<file path="config.mk">
export PLATFORM = sky130hd
export DESIGN_NAME = hazard_unit
export DESIGN_NICKNAME = d
export VERILOG_FILES = /design/src/rtl/hazard_unit.sv
export SDC_FILE = /design/constraint.sdc
export NUM_CORES = 1
export LEC_CHECK = 0
export CAP_MARGIN = 25
export CORE_ASPECT_RATIO = 0.8
export CORE_MARGIN = 2
export CORE_UTILIZATION = 44
export DETAILED_ROUTE_END_ITERATION = 7
export PLACE_DENSITY_LB_ADDON = 0.15
export REMOVE_ABC_BUFFERS = 1
export SETUP_SLACK_MARGIN = 0.1
export SLEW_MARGIN = 25
export SYNTH_ARGS = -nofsm -noshare
export SYNTH_HDL_FRONTEND = slang
export SYNTH_SLANG_ARGS = --single-unit
</file>
<file path="constraint.sdc">
create_clock -name clk -period 2.79 [get_ports clk]
set_clock_uncertainty 0.05 [all_clocks]
set_input_delay 0.4185 -clock clk [delete_from_list [all_inputs] [get_ports clk]]
set_output_delay 0.4185 -clock clk [all_outputs]
set_load 0.03 [all_outputs]
</file>
<file path="src/rtl/hazard_unit.sv">
// rtl/hazard_unit.sv - load-use, multi-cycle MULT and EX-redirect hazard control
module hazard_unit #(
  parameter int MULT_LAT = 4,
  parameter int CNT_W    = 16
) (
  input  logic             clk,
  input  logic             rst,
  input  logic [4:0]       id_rs1,
  input  logic [4:0]       id_rs2,
  input  logic             id_uses_rs1,
  input  logic             id_uses_rs2,
  input  logic [4:0]       id_ex_rd,
  input  logic             id_ex_mem_read,
  input  logic             id_ex_mult,
  input  logic             ex_redirect,
  output logic             pc_write,
  output logic             if_id_write,
  output logic             id_ex_write,
  output logic             id_ex_bubble,
  output logic             ex_mem_bubble,
  output logic             if_id_flush,
  output logic             mult_busy,
  output logic [CNT_W-1:0] stall_cycles
);

  typedef enum logic [1:0] {
    IDLE = 2'd0,
    BUSY = 2'd1,
    LAST = 2'd2
  } state_t;

  state_t     state;
  logic [3:0] cnt;
  logic       mult_stall;
  logic       load_use;
  logic       rs1_hit;
  logic       rs2_hit;

  // LAST never stalls, so the MULT still parked in ID/EX is not picked up twice
  assign mult_stall = (state == BUSY) || ((state == IDLE) && id_ex_mult);

  assign rs1_hit  = id_uses_rs1 && (id_rs1 == id_ex_rd);
  assign rs2_hit  = id_uses_rs2 && (id_rs2 == id_ex_rd);
  assign load_use = id_ex_mem_read && (id_ex_rd != 5'd0) && (rs1_hit || rs2_hit);

  assign mult_busy = (state != IDLE);

  always_comb begin
    pc_write      = 1'b1;
    if_id_write   = 1'b1;
    id_ex_write   = 1'b1;
    id_ex_bubble  = 1'b0;
    ex_mem_bubble = 1'b0;
    if_id_flush   = 1'b0;
    if (ex_redirect) begin
      if_id_flush  = 1'b1;
      id_ex_bubble = 1'b1;
    end else if (mult_stall) begin
      pc_write      = 1'b0;
      if_id_write   = 1'b0;
      id_ex_write   = 1'b0;
      ex_mem_bubble = 1'b1;
    end else if (load_use) begin
      pc_write     = 1'b0;
      if_id_write  = 1'b0;
      id_ex_bubble = 1'b1;
    end
  end

  always_ff @(posedge clk) begin
    if (rst) begin
      state        <= IDLE;
      cnt          <= 4'd0;
      stall_cycles <= '0;
    end else begin
      if (!pc_write && !(&stall_cycles))
        stall_cycles <= stall_cycles + CNT_W'(1);

      if (ex_redirect) begin
        state <= IDLE;
        cnt   <= 4'd0;
      end else begin
        case (state)
          IDLE: begin
            if (id_ex_mult) begin
              state <= BUSY;
              cnt   <= 4'(MULT_LAT - 2);
            end
          end
          BUSY: begin
            if (cnt == 4'd1) begin
              state <= LAST;
              cnt   <= 4'd0;
            end else begin
              cnt <= cnt - 4'd1;
            end
          end
          LAST: state <= IDLE;
          default: begin
            state <= IDLE;
            cnt   <= 4'd0;
          end
        endcase
      end
    end
  end

endmodule
</file>
### Word level (Yosys, flattened, before mapping)

Index checks and enable logic that the tools add are counted.

* flip-flop bits (word level): 22
* output and inout bits: 23
* word-level logic and storage cells: 47

* add/sub/neg operators: 2
* equal/unequal tests: 7
* muxes and demuxes: 17
* bitwise logic cells: 1
* reductions and logical operators: 17

Operators by type and width (count)
* $add 16x1->16 const B: 1
* $reduce_and 16->1: 1
* $pmux 4 s3: 1
* $mux 1: 11
* $eq 5x5->1: 2
* $mux 4: 2
* $logic_and 1x1->1: 6
* $reduce_bool 5->1: 1
* $eq 4x1->1 const B: 1
* $mux 2: 2
* $pmux 2 s2: 1
* $reduce_and 2->1: 2
* $sub 4x1->4 const B: 1
* $eq 2x1->1 const B: 1
* $eq 2x2->1 const B: 1
* $logic_not 1->1: 2
* $logic_not 2->1: 1
* $logic_or 1x1->1: 2
* $ne 2x1->1 const B: 1
* $ne 2x2->1 const B: 1
* $reduce_bool 2->1: 1
* $reduce_or 2->1: 1
* $not 1->1: 1

### Longest topological paths before layout

Gate-level depths: netlist (run 1).

* word-level depth: 9
* depth in mapped cells: 9
* mapped depth without buffers: 8

### Worst setup path after synthesis (run 1)

No wires, ideal clock.

* kind: in2out
* from: input port id_ex_rd[0]
* to: output port pc_write
* arrival time: 1848 ps
* required time: 2322 ps
* slack: 473 ps
* stages: 6
* path buffers: 2
* cells stage by stage: or4_1 -> o21ai_1 -> nor2_1 -> a21oi_2 -> buf_2 -> buf_4

* word-level cells in the longest chain between the ends: 7

RTL lines
* from (decl): RTL line 12 `input logic [4:0] id_ex_rd,`
* $eq 5x5->1, on equally long branches: RTL line 42, 43
* $logic_and 1x1->1, on equally long branches: RTL line 42, 43
* $logic_or 1x1->1: RTL line 44 `assign load_use = id_ex_mem_read && (id_ex_rd != 5'd0) && (rs1_hit || rs2_hit);`
* $logic_and 1x1->1 (*): RTL line 44
* $mux 1 (*) (3 in a row)
* to (decl): RTL line 16 `output logic pc_write,`

Mark *: on every way between the ends. The rest lies on a longest branch, timed or not.

### Worst setup path in the final report (run 1)

* from: input port id_ex_rd[0]
* to: output port if_id_write

* word-level cells in the longest chain between the ends: 7

RTL lines
* $eq 5x5->1, on equally long branches: RTL line 42, 43
* $logic_and 1x1->1, on equally long branches: RTL line 42, 43
* $logic_or 1x1->1: RTL line 44
* $logic_and 1x1->1 (*): RTL line 44
* $mux 1 (*): RTL line 63 `end else if (load_use) begin`
* $mux 1 (*): RTL line 58 `end else if (mult_stall) begin`
* $mux 1 (*): RTL line 55 `if (ex_redirect) begin`
* to (decl): RTL line 17 `output logic if_id_write,`

Marked as above.

==> results of run 1 <==
worst reg2reg max path, cell delays in order, from the launching register on:
cell and delay (ps):
sky130_fd_sc_hd__dfxtp_1 450, sky130_fd_sc_hd__o21ai_2 120, sky130_fd_sc_hd__or2_4 250, sky130_fd_sc_hd__clkinv_1 70, sky130_fd_sc_hd__a21oi_2 50, sky130_fd_sc_hd__buf_4 140, sky130_fd_sc_hd__or4b_4 550, sky130_fd_sc_hd__nor2_1 120
sky130_fd_sc_hd__mux2_1 330
metrics by stage:
step	cell area (sq um)	std cells	power [mW]	hold slack [ps]	utilization
after detailed placement	1730	228	0.473	464	0.640
after floorplan	1190	141	0.399	435	-
after global placement	1730	228	0.469	450	0.640
after global routing	1800	233	0.744	534	0.666
final	1800	233	0.709	488	0.666
after CTS	1790	233	0.717	486	0.663
Yosys cell counts (2+ instances only):
cell type and number:
sky130_fd_sc_hd__nor4_1 4, sky130_fd_sc_hd__xnor2_1 22, sky130_fd_sc_hd__nor3b_1 4, sky130_fd_sc_hd__nand3_1 4, sky130_fd_sc_hd__clkbuf_1 3, sky130_fd_sc_hd__o21ai_0 2, sky130_fd_sc_hd__ha_1 3, sky130_fd_sc_hd__nor2_1 26
sky130_fd_sc_hd__o21a_1 2, sky130_fd_sc_hd__nor2b_1 4, sky130_fd_sc_hd__nand2_1 6, sky130_fd_sc_hd__nor4b_1 3, sky130_fd_sc_hd__inv_1 6, sky130_fd_sc_hd__nor3_1 6, sky130_fd_sc_hd__a21oi_1 3, sky130_fd_sc_hd__nand4_1 5
sky130_fd_sc_hd__buf_4 2, sky130_fd_sc_hd__dfxtp_1 22, sky130_fd_sc_hd__or2_2 2, sky130_fd_sc_hd__mux2_1 2
metal layers:
layer  vias to the layer above  share of wire
li1                        599              -
met1                       559           0.45
met2                        27           0.50
met3                         2          0.043
met4                         0         0.0061
met5                         -              0
kinds of logic after synthesis:
| family | share of synthesized area |
|---|---|
| XOR/XNOR | 0.164 |
| adder cells (fa/ha/maj) | 0.0306 |
| flip-flops | 0.359 |
| AO/OA/AOI/OAI | 0.0694 |
| multiplexers | 0.0265 |
| AND/OR/NAND/NOR | 0.303 |
| buffers and inverters | 0.0469 |
final timing paths:
| path | startpoint | to | slack (ps) | depth (start not counted) |
|---|---|---|---|---|
| max | id_ex_rd[0] | if_id_write | 250 | 8 |
| min reg2reg | stall_cycles[12] | stall_cycles[12] | 490 | 2 |
| max reg2reg | state[0] | stall_cycles[9] | 570 | 8 |
| min | stall_cycles[12] | stall_cycles[12] | 490 | 2 |
repair_timing:
item / 4_1_cts / 5_1_grt
setup endpoints to repair: 3 / 5
gates resized for setup: 5 / 3
gates cloned: 0 / 0
setup buffers: 1 / 0
pin swaps: 1 / 2
registers in the layout (all words and copies together) (netlist names):
name,count
state,2
cnt,4
stall_cycles,16
power breakdown:
| part | leakage [nW] | switching, mW | internal, mW |
|---|---|---|---|
| logic | 0.436 | 0.0646 | 0.0736 |
| clock network | 0.0279 | 0.0981 | 0.145 |
| registers | 0.178 | 0.00734 | 0.320 |
layout make-up:
type	count	area (sq um)
Fill cell	249	902
Multi-Input combinational cell	112	736
Timing Repair Buffer	50	497
Sequential cell	22	440
Tap cell	38	47.5
Clock inverter	1	30.0
Inverter	7	26.3
Clock buffer	3	22.5
==> out/results.md, run 1 <==
### Drt
* **starting DRC count in detailed routing** 63
* **count of antenna-violating nets left after detailed routing** 0
* **Final Routed Wirelength** 2770 microns
* **Detailed Routing Iterations Pass 1** 4
* **via count** 1,187
* **per-cell via count in the routed design** 5.09
* **total DRC errors in the routed layout** 0
* **drt wl/cell** 11.9 microns

### GRT
* **sum of overflow across all layers after global routing** 0
* **pin count of the biggest net entering global routing** 21
* **via count of the first global-routing pass** 1,146
* **Global Route met3 Usage** 0.0463
* **GRT Total Usage** 0.188
* **met1 global-route usage** 0.224
* **busiest metal layer after global routing** met2
* **global routing usage on met2** 0.335
* **global-route wire length before repair** 4840 microns
* **antenna violations before repair** 0

### STA
* **setup slack after layout** 248 ps
* **hold violation count in the final report** 0
* **number of setup violations in the final report** 0
* **final cycle utilization of the critical path** 0.911
* **highest clock rate** 393 MHz
* **Final Max Tran Viols** 0
* **Final Critical Period** 2540 ps
* **final total negative setup slack** 0 ps
* **unrepaired setup endpoints after global routing** no
* **measured slew at the worst slew-check pin** 718 ps
* **relative slew slack** 0.520

### Synthesis
* **share of synthesized flip-flops with an asynchronous set or reset** 0
* **leading cell types by total area after synthesis** sky130_fd_sc_hd__dfxtp_1 (36%), sky130_fd_sc_hd__xnor2_1 (16%), sky130_fd_sc_hd__nor2_1 (8.0%)
* **Most used DFF post-synth** sky130_fd_sc_hd__dfxtp_1
* **number of enable-type register cells in the synthesized netlist** 0
* **post-synth design cell area** 1230 sq um
* **Unique masters post-synth** 36
* **fraction of the yosys area taken by sequential cells** 0.359
* **Ys Warns** 0
* **synthesized flop and latch total** 22
* **fraction of synthesized cell area taken by the top area cell type** 0.359
* **Post-Synthesis Cells** 147
* **top cell type by total area after synthesis** sky130_fd_sc_hd__dfxtp_1
* **synthesized area per cell** 8.34 sq um

### Clock tree
* **H-tree depth** 1
* **number of CTS-inserted buffers** 3
* **Worst-path clk slew** 130 ps
* **latest clock arrival within the worst-skew pair** 310 ps
* **clock net sink count** 22
* **number of hold buffers added after CTS** 0
* **root buf cell** sky130_fd_sc_hd__clkbuf_4
* **maximum clock insertion buffer count** 2
* **CTS tree** done

### Floorplan
* **Die ar.** 3230 sq um
* **Die H** 51.2 microns
* **initial cell density of the core** 0.454
* **# IOs** 45
* **Placeable Area** 2700 sq um
* **die boundary width** 63.0 microns
* **Std-Cell Rows** 17

### Critical path
* **launching element type of the critical path** primary input
* **critical path arrival** 2070 ps
* **type of destination of the critical path** output pin
* **cell occurring most often along the worst timing path** sky130_fd_sc_hd__buf_4
* **cell type group with the largest total delay on the critical path** buffers and inverters
* **CP Data Required Time** 2320 ps
* **highest-delay cell along the critical path** sky130_fd_sc_hd__or4_4
* **critical path cell sequence** dlygate4sd2_1, or4_4, o21ai_2, buf_4, nor2_1, a21oi_2, buf_12, buf_4
* **Worst path max stage delay** 540 ps
* **buffers and inverters on the worst path** 4
* **CP Max Fanout** 11
* **kind of critical path** in2out

### Final layout
* **net count of the finished layout** 221
* **synth-to-layout area growth** 46.7%
* **layout cells sized above 1** 0.103
* **diode insertion count for antenna repair** 0
* **leading cell types in the layout, fill and taps excluded** sky130_fd_sc_hd__clkdlybuf4s50_1 (36), sky130_fd_sc_hd__nor2_1 (26), sky130_fd_sc_hd__xnor2_1 (22), sky130_fd_sc_hd__dfxtp_1 (22), sky130_fd_sc_hd__buf_4 (7)
* **most frequent standard cell in the layout excluding fill and tap cells** sky130_fd_sc_hd__clkdlybuf4s50_1

### Placement
* **HPWL after detailed placement** 2190 microns
* **pre-CTS setup slack** -122 ps
* **Placer Congestion** 0.797
* **count of input and output buffers** 44

### Pwr
* **leakage power summed over all cells** 0.642 nW
* **P per Cell Area** 394 nW/um^2
* **Worst IR Drop VDD** 0.000328 V

### Run
* **max-capacitance violation count** 0

### Status
* **result of the run** complete, no violations

### Hold path
* **worst min path class** reg2reg

(Power assumes the default switching activity.)
==> run 2: changes to the inputs <==
- CORE_UTILIZATION: 44 -> 46
- CTS_BUF_LIST: default -> sky130_fd_sc_hd__clkbuf_4 sky130_fd_sc_hd__clkbuf_8
- clock period: 2.79 -> 2.7 ns (I/O delays scaled with it)
==> out/results.md, run 2 (same netlist as run 1, synthesis figures left out) <==
### STA
* **measured slew at the worst slew-check pin** 739 ps, +21.3 ps
* **Final Critical Period** 2530 ps
* **number of setup violations in the final report** 0, unchanged
* **Final Max Tran Viols** 0, unchanged
* **final cycle utilization of the critical path** 0.937
* **unrepaired setup endpoints after global routing** no
* **highest clock rate** 395 MHz
* **hold violation count in the final report** 0, unchanged
* **relative slew slack** 0.506, -0.0143
* **final total negative setup slack** 0 ps, unchanged

### Drt
* **per-cell via count in the routed design** 5.02, -1.5%
* **via count** 1,164, -1.9%
* **drt wl/cell** 12.1 microns, +1.2%
* **total DRC errors in the routed layout** 0, unchanged
* **count of antenna-violating nets left after detailed routing** 0, unchanged
* **starting DRC count in detailed routing** 47, -25%
* **Final Routed Wirelength** 2800 microns, +0.79%
* **Detailed Routing Iterations Pass 1** 4, unchanged

### Clock tree
* **maximum clock insertion buffer count** 2, unchanged
* **Worst-path clk slew** 130 ps, about the same
* **CTS tree** done
* **latest clock arrival within the worst-skew pair** 310 ps, about the same
* **number of hold buffers added after CTS** 0, unchanged
* **root buf cell** sky130_fd_sc_hd__clkbuf_4
* **H-tree depth** 1, unchanged
* **clock net sink count** 22, unchanged
* **number of CTS-inserted buffers** 3, unchanged

### GRT
* **busiest metal layer after global routing** met2
* **via count of the first global-routing pass** 1,113, -2.9%
* **antenna violations before repair** 0, unchanged
* **sum of overflow across all layers after global routing** 0, unchanged
* **GRT Total Usage** 0.198, +0.00996
* **global routing usage on met2** 0.321, -0.0141
* **global-route wire length before repair** 4660 microns, -3.8%
* **pin count of the biggest net entering global routing** 21, unchanged
* **met1 global-route usage** 0.264, +0.0392
* **Global Route met3 Usage** 0.0567, +0.0104

### Hold path
* **start point of the worst min-delay path** stall_cycles[12]
* **worst min path class** reg2reg
* **hold depth** 2, unchanged
* **endpoint with the worst hold slack** stall_cycles[12]

### Critical path
* **FF-to-FF End** stall_cycles[9]
* **type of destination of the critical path** output pin
* **cell depth of the worst flop-to-flop path** 8, unchanged
* **Worst path max stage delay** 470 ps, -70 ps
* **highest-delay cell along the critical path** sky130_fd_sc_hd__clkdlybuf4s50_1
* **kind of critical path** in2out
* **cell occurring most often along the worst timing path** sky130_fd_sc_hd__buf_4
* **CP Max Fanout** 3, -8
* **launching element type of the critical path** primary input
* **critical path arrival** 2070 ps, about the same
* **CP Data Required Time** 2250 ps, -70 ps
* **R2R Setup Slk** 470 ps, -100 ps
* **critical path cell sequence** clkdlybuf4s50_1, or4_4, o21ai_2, buf_4, nor2_1, a21oi_2, buf_4, buf_4
* **startpoint of the worst register-to-register path** state[0]

### Pwr
* **combinational group share of total power** 0.215, +0.020
* **sequential share of power** 0.508, +0.046
* **P per Cell Area** 375 nW/um^2, -4.8%
* **switching part of the total power** 0.266, +0.0262
* **leakage power summed over all cells** 0.622 nW, -3.1%
* **Worst IR Drop VDD** 0.000264 V, -20%
* **internal power** 489 uW, -9.2%
* **power spent charging and discharging nets** 177 uW, +4.3%
* **clock group share of total power** 0.278, -0.065

### Final layout
* **FILL cells** 212, -15%
* **Largest register FFs** 16, unchanged
* **layout cells sized above 1** 0.117, +0.0148
* **synth-to-layout area growth** 44.9%
* **most frequent standard cell in the layout excluding fill and tap cells** sky130_fd_sc_hd__clkdlybuf4s50_1
* **net count of the finished layout** 222, +0.45%
* **Top Registers** stall_cycles x16, cnt x4, state x2
* **Top reg by flops** stall_cycles
* **diode insertion count for antenna repair** 0, unchanged
* **leading cell types in the layout, fill and taps excluded** sky130_fd_sc_hd__clkdlybuf4s50_1 (38), sky130_fd_sc_hd__nor2_1 (26), sky130_fd_sc_hd__xnor2_1 (22), sky130_fd_sc_hd__dfxtp_1 (22), sky130_fd_sc_hd__buf_4 (9)
* **final core utilization** 0.716, +0.0497

### Floorplan
* **# IOs** 45, unchanged
* **Die ar.** 3100 sq um, -4.0%
* **Std-Cell Rows** 16, -1
* **Placeable Area** 2480 sq um, -8.1%
* **initial cell density of the core** 0.494, +0.0400
* **die boundary width** 61.7 microns, -2.1%
* **Die H** 50.2 microns, -2.0%

### Status
* **result of the run** complete, no violations

### Placement
* **Placer Congestion** 0.767, -3.9%
* **HPWL after detailed placement** 2160 microns, -1.2%
* **count of input and output buffers** 44, unchanged

### Run
* **max-capacitance violation count** 0, unchanged

[run 2: cell count changes in the layout (fill, tap and decap cells not counted)]
cell | before | now
sky130_fd_sc_hd__clkbuf_2 | 0 | 1
sky130_fd_sc_hd__buf_4 | 7 | 9
sky130_fd_sc_hd__dlymetal6s2s_1 | 3 | 2
sky130_fd_sc_hd__clkbuf_8 | 0 | 1
sky130_fd_sc_hd__o22ai_2 | 0 | 1
sky130_fd_sc_hd__buf_12 | 1 | 0
sky130_fd_sc_hd__clkdlybuf4s50_1 | 36 | 38
sky130_fd_sc_hd__dlygate4sd2_1 | 3 | 1
sky130_fd_sc_hd__bufinv_16 | 1 | 0
sky130_fd_sc_hd__o22ai_1 | 1 | 0
[run 2: worst max path at each step]
stage                            from              end  slack, ps  depth (start not counted)
final                     id_ex_rd[4]         pc_write        170                          8
after floorplan           id_ex_rd[0]  stall_cycles[9]        -30                          7
after detailed placement  id_ex_rd[0]     id_ex_bubble       -190                          6
after global routing      id_ex_rd[1]  stall_cycles[9]        100                          9
after CTS                 id_ex_rd[3]         pc_write        110                          8
after global placement    id_ex_rd[0]     id_ex_bubble       -130                          6
[run 2: timing repair]
action,4_1_cts,5_1_grt
pin swaps,1,0
setup buffers,1,0
resized for setup,4,5
endpoints found under the setup margin,3,5
[run 2: final cells by class]
type / instances / area, sq um / area share
clock buffers: 4 / 36.3 / 0.0204
inverters: 7 / 26.3 / 0.0148
multi-input cells: 112 / 742 / 0.418
flip-flops and latches: 22 / 440 / 0.248
well taps: 36 / 45.0 / 0.0254
repair buffers: 51 / 487 / 0.274
[run 2: metrics by stage]
stage	total power, mW	cells	area [sq um]	worst slack (ps)	hold WS, ps
3_3_place_gp	0.484	227	1720	-134	451
2_1_floorplan	0.412	141	1190	-30.7	424
3_5_place_dp	0.487	227	1720	-186	474
6_report	0.666	232	1780	171	491
5_1_grt	0.697	232	1780	102	521
4_1_cts	0.671	232	1770	106	493
[run 2: power groups by stage]
| stage | registers (mW) | logic, mW | clock network, mW |
|---|---|---|---|
| CTS | 0.338 | 0.143 | 0.190 |
| detailed placement | 0.346 | 0.141 | 0 |
| floorplan | 0.349 | 0.0625 | 0 |
| global route | 0.340 | 0.154 | 0.203 |
| finish | 0.339 | 0.143 | 0.185 |
| global placement | 0.345 | 0.138 | 0 |
[run 2: layer usage]
metal / vias to the layer above / part of all wire
met5: - / 0
met4: 0 / 0.0054
met3: 2 / 0.053
met2: 36 / 0.46
met1: 528 / 0.48
li1: 598 / -
[run 2: critical path, delay by kind of cell]
kind / cells / cell delay, ps
buffers and inverters: 4 / 870
AOI/OAI and AO/OA: 2 / 310
and+or+nand+nor: 2 / 490
==> run 3: changes to the inputs <==
- GPL_ROUTABILITY_DRIVEN: default -> 0
- REMOVE_ABC_BUFFERS: 1 -> default
==> out/results.md, run 3 (same netlist as run 1, synthesis figures left out) <==
### Clock tree
* **root buf cell** sky130_fd_sc_hd__clkbuf_4
* **clock net sink count** 22, unchanged
* **number of CTS-inserted buffers** 3, unchanged
* **H-tree depth** 1, unchanged
* **maximum clock insertion buffer count** 2, unchanged
* **number of hold buffers added after CTS** 0, unchanged
* **Worst-path clk slew** 120 ps, about the same
* **CTS tree** done
* **latest clock arrival within the worst-skew pair** 300 ps, about the same

### Pwr
* **Worst IR Drop VDD** 0.000210 V, -20%
* **P per Cell Area** 371 nW/um^2, -1.1%
* **leakage power summed over all cells** 0.636 nW, +2.3%

### GRT
* **sum of overflow across all layers after global routing** 0, unchanged
* **antenna violations before repair** 0, unchanged
* **global-route wire length before repair** 4680 microns, +0.45%
* **pin count of the biggest net entering global routing** 21, unchanged
* **via count of the first global-routing pass** 1,126, +1.2%
* **GRT Total Usage** 0.198, +0.000522

### Floorplan
* **Std-Cell Rows** 16, unchanged
* **die boundary width** 61.7 microns, unchanged
* **initial cell density of the core** 0.494, unchanged
* **Die ar.** 3100 sq um, unchanged
* **Die H** 50.2 microns, unchanged
* **Placeable Area** 2480 sq um, unchanged
* **# IOs** 45, unchanged

### Synthesis
* **Post-Synthesis Net Count** 172

### Final layout
* **Top Registers** stall_cycles x16, cnt x4, state x2
* **synth-to-layout area growth** 46.2%
* **FILL cells** 234, +10%
* **net count of the finished layout** 224, +0.90%
* **Largest register FFs** 16, unchanged
* **layout cells sized above 1** 0.121, +0.00387
* **diode insertion count for antenna repair** 0, unchanged
* **most frequent standard cell in the layout excluding fill and tap cells** sky130_fd_sc_hd__clkdlybuf4s50_1
* **Top reg by flops** stall_cycles
* **leading cell types in the layout, fill and taps excluded** sky130_fd_sc_hd__clkdlybuf4s50_1 (36), sky130_fd_sc_hd__nor2_1 (26), sky130_fd_sc_hd__xnor2_1 (22), sky130_fd_sc_hd__dfxtp_1 (22), sky130_fd_sc_hd__buf_4 (11)
* **area of the multi-input gates** 742 sq um, unchanged
* **sequential cell area** 440 sq um, unchanged

### Critical path
* **CP Data Required Time** 2250 ps, about the same
* **kind of critical path** in2out
* **CP Max Fanout** 2, -1
* **type of destination of the critical path** output pin
* **launching element type of the critical path** primary input
* **critical path arrival** 2030 ps, -40 ps

### Placement
* **HPWL after detailed placement** 2250 microns, +4.3%
* **count of input and output buffers** 44, unchanged
* **pre-CTS setup slack** -179 ps, +7.35 ps

### STA
* **setup slack after layout** 211 ps, +40.3 ps
* **highest clock rate** 402 MHz, +1.6%
* **final-layout worst hold slack** 489 ps, -1.92 ps
* **final cycle utilization of the critical path** 0.922, -0.0149
* **relative slew slack** 0.514, +0.00879
* **hold violation count in the final report** 0, unchanged
* **measured slew at the worst slew-check pin** 726 ps, -13.1 ps
* **Final Critical Period** 2490 ps, -40.3 ps
* **Final Max Tran Viols** 0, unchanged
* **number of setup violations in the final report** 0, unchanged
* **unrepaired setup endpoints after global routing** no

### Drt
* **starting DRC count in detailed routing** 37, -21%
* **count of antenna-violating nets left after detailed routing** 0, unchanged
* **per-cell via count in the routed design** 5.06, +0.76%
* **Final Routed Wirelength** 2840 microns, +1.4%
* **via count** 1,183, +1.6%
* **total DRC errors in the routed layout** 0, unchanged
* **drt wl/cell** 12.1 microns, +0.56%
* **Detailed Routing Iterations Pass 1** 4, unchanged

### Status
* **result of the run** complete, no violations

### Run
* **max-capacitance violation count** 0, unchanged

### Hold path
* **worst min path class** reg2reg

-- run 3: final cells by class --
type,count,area share
multi-input combinational,112,0.414
timing repair buffer,53,0.281
sequential,22,0.246
tap,36,0.0251
clock buffer,4,0.0202
inverter,7,0.0147
-- run 3: path summary, 6_finish.rpt --
| check | start | end | depth (start not counted) | slack [ps] |
|---|---|---|---|---|
| worst min register to register | stall_cycles[12] | stall_cycles[12] | 2 | 490 |
| worst max-delay path | id_rs1[1] | id_ex_bubble | 7 | 210 |
| worst max register to register | state[0] | stall_cycles[13] | 8 | 450 |
| worst min-delay path | stall_cycles[12] | stall_cycles[12] | 2 | 490 |
-- run 3: metal layers --
| layer | share of wire | global-route usage | up-vias | wire (microns) |
|---|---|---|---|---|
| met5 | 0 | 0 | - | 0 |
| met4 | 0.012 | 0.0638 | 0 | 34 |
| met3 | 0.053 | 0.0335 | 4 | 151 |
| met2 | 0.49 | 0.347 | 35 | 1400 |
| met1 | 0.44 | 0.241 | 543 | 1250 |
| li1 | - | - | 601 | - |
-- run 3: power by group --
group          internal (mW)  total, mW  switching (mW)
logic                 0.0773      0.146          0.0686
registers              0.331      0.338         0.00758
clock network         0.0822      0.181          0.0983
-- run 3: timing repair --
action,CTS,global route
endpoints found under the setup margin,3,4
buffers inserted,1,0
pin swaps,1,2
resized for setup,6,3
-- run 3: stage by stage --
step | util | cell area [sq um] | power [mW] | setup TNS [ps] | std cells
floorplan | - | 1230 | 0.420 | 0 | 147
global placement | 0.699 | 1740 | 0.486 | -216 | 229
detailed placement | 0.699 | 1740 | 0.490 | -739 | 229
CTS | 0.718 | 1780 | 0.670 | 0 | 234
global route | 0.722 | 1790 | 0.701 | 0 | 234
finish | 0.722 | 1790 | 0.665 | 0 | 234
-- run 3: critical path, cell delays in order --
cell                              delay [ps]
sky130_fd_sc_hd__clkdlybuf4s50_1         470
sky130_fd_sc_hd__xnor2_1                 130
sky130_fd_sc_hd__nand4_1                 140
sky130_fd_sc_hd__o22ai_2                 210
sky130_fd_sc_hd__nor2b_1                 170
sky130_fd_sc_hd__o21a_1                  110
sky130_fd_sc_hd__dlygate4sd2_1           390
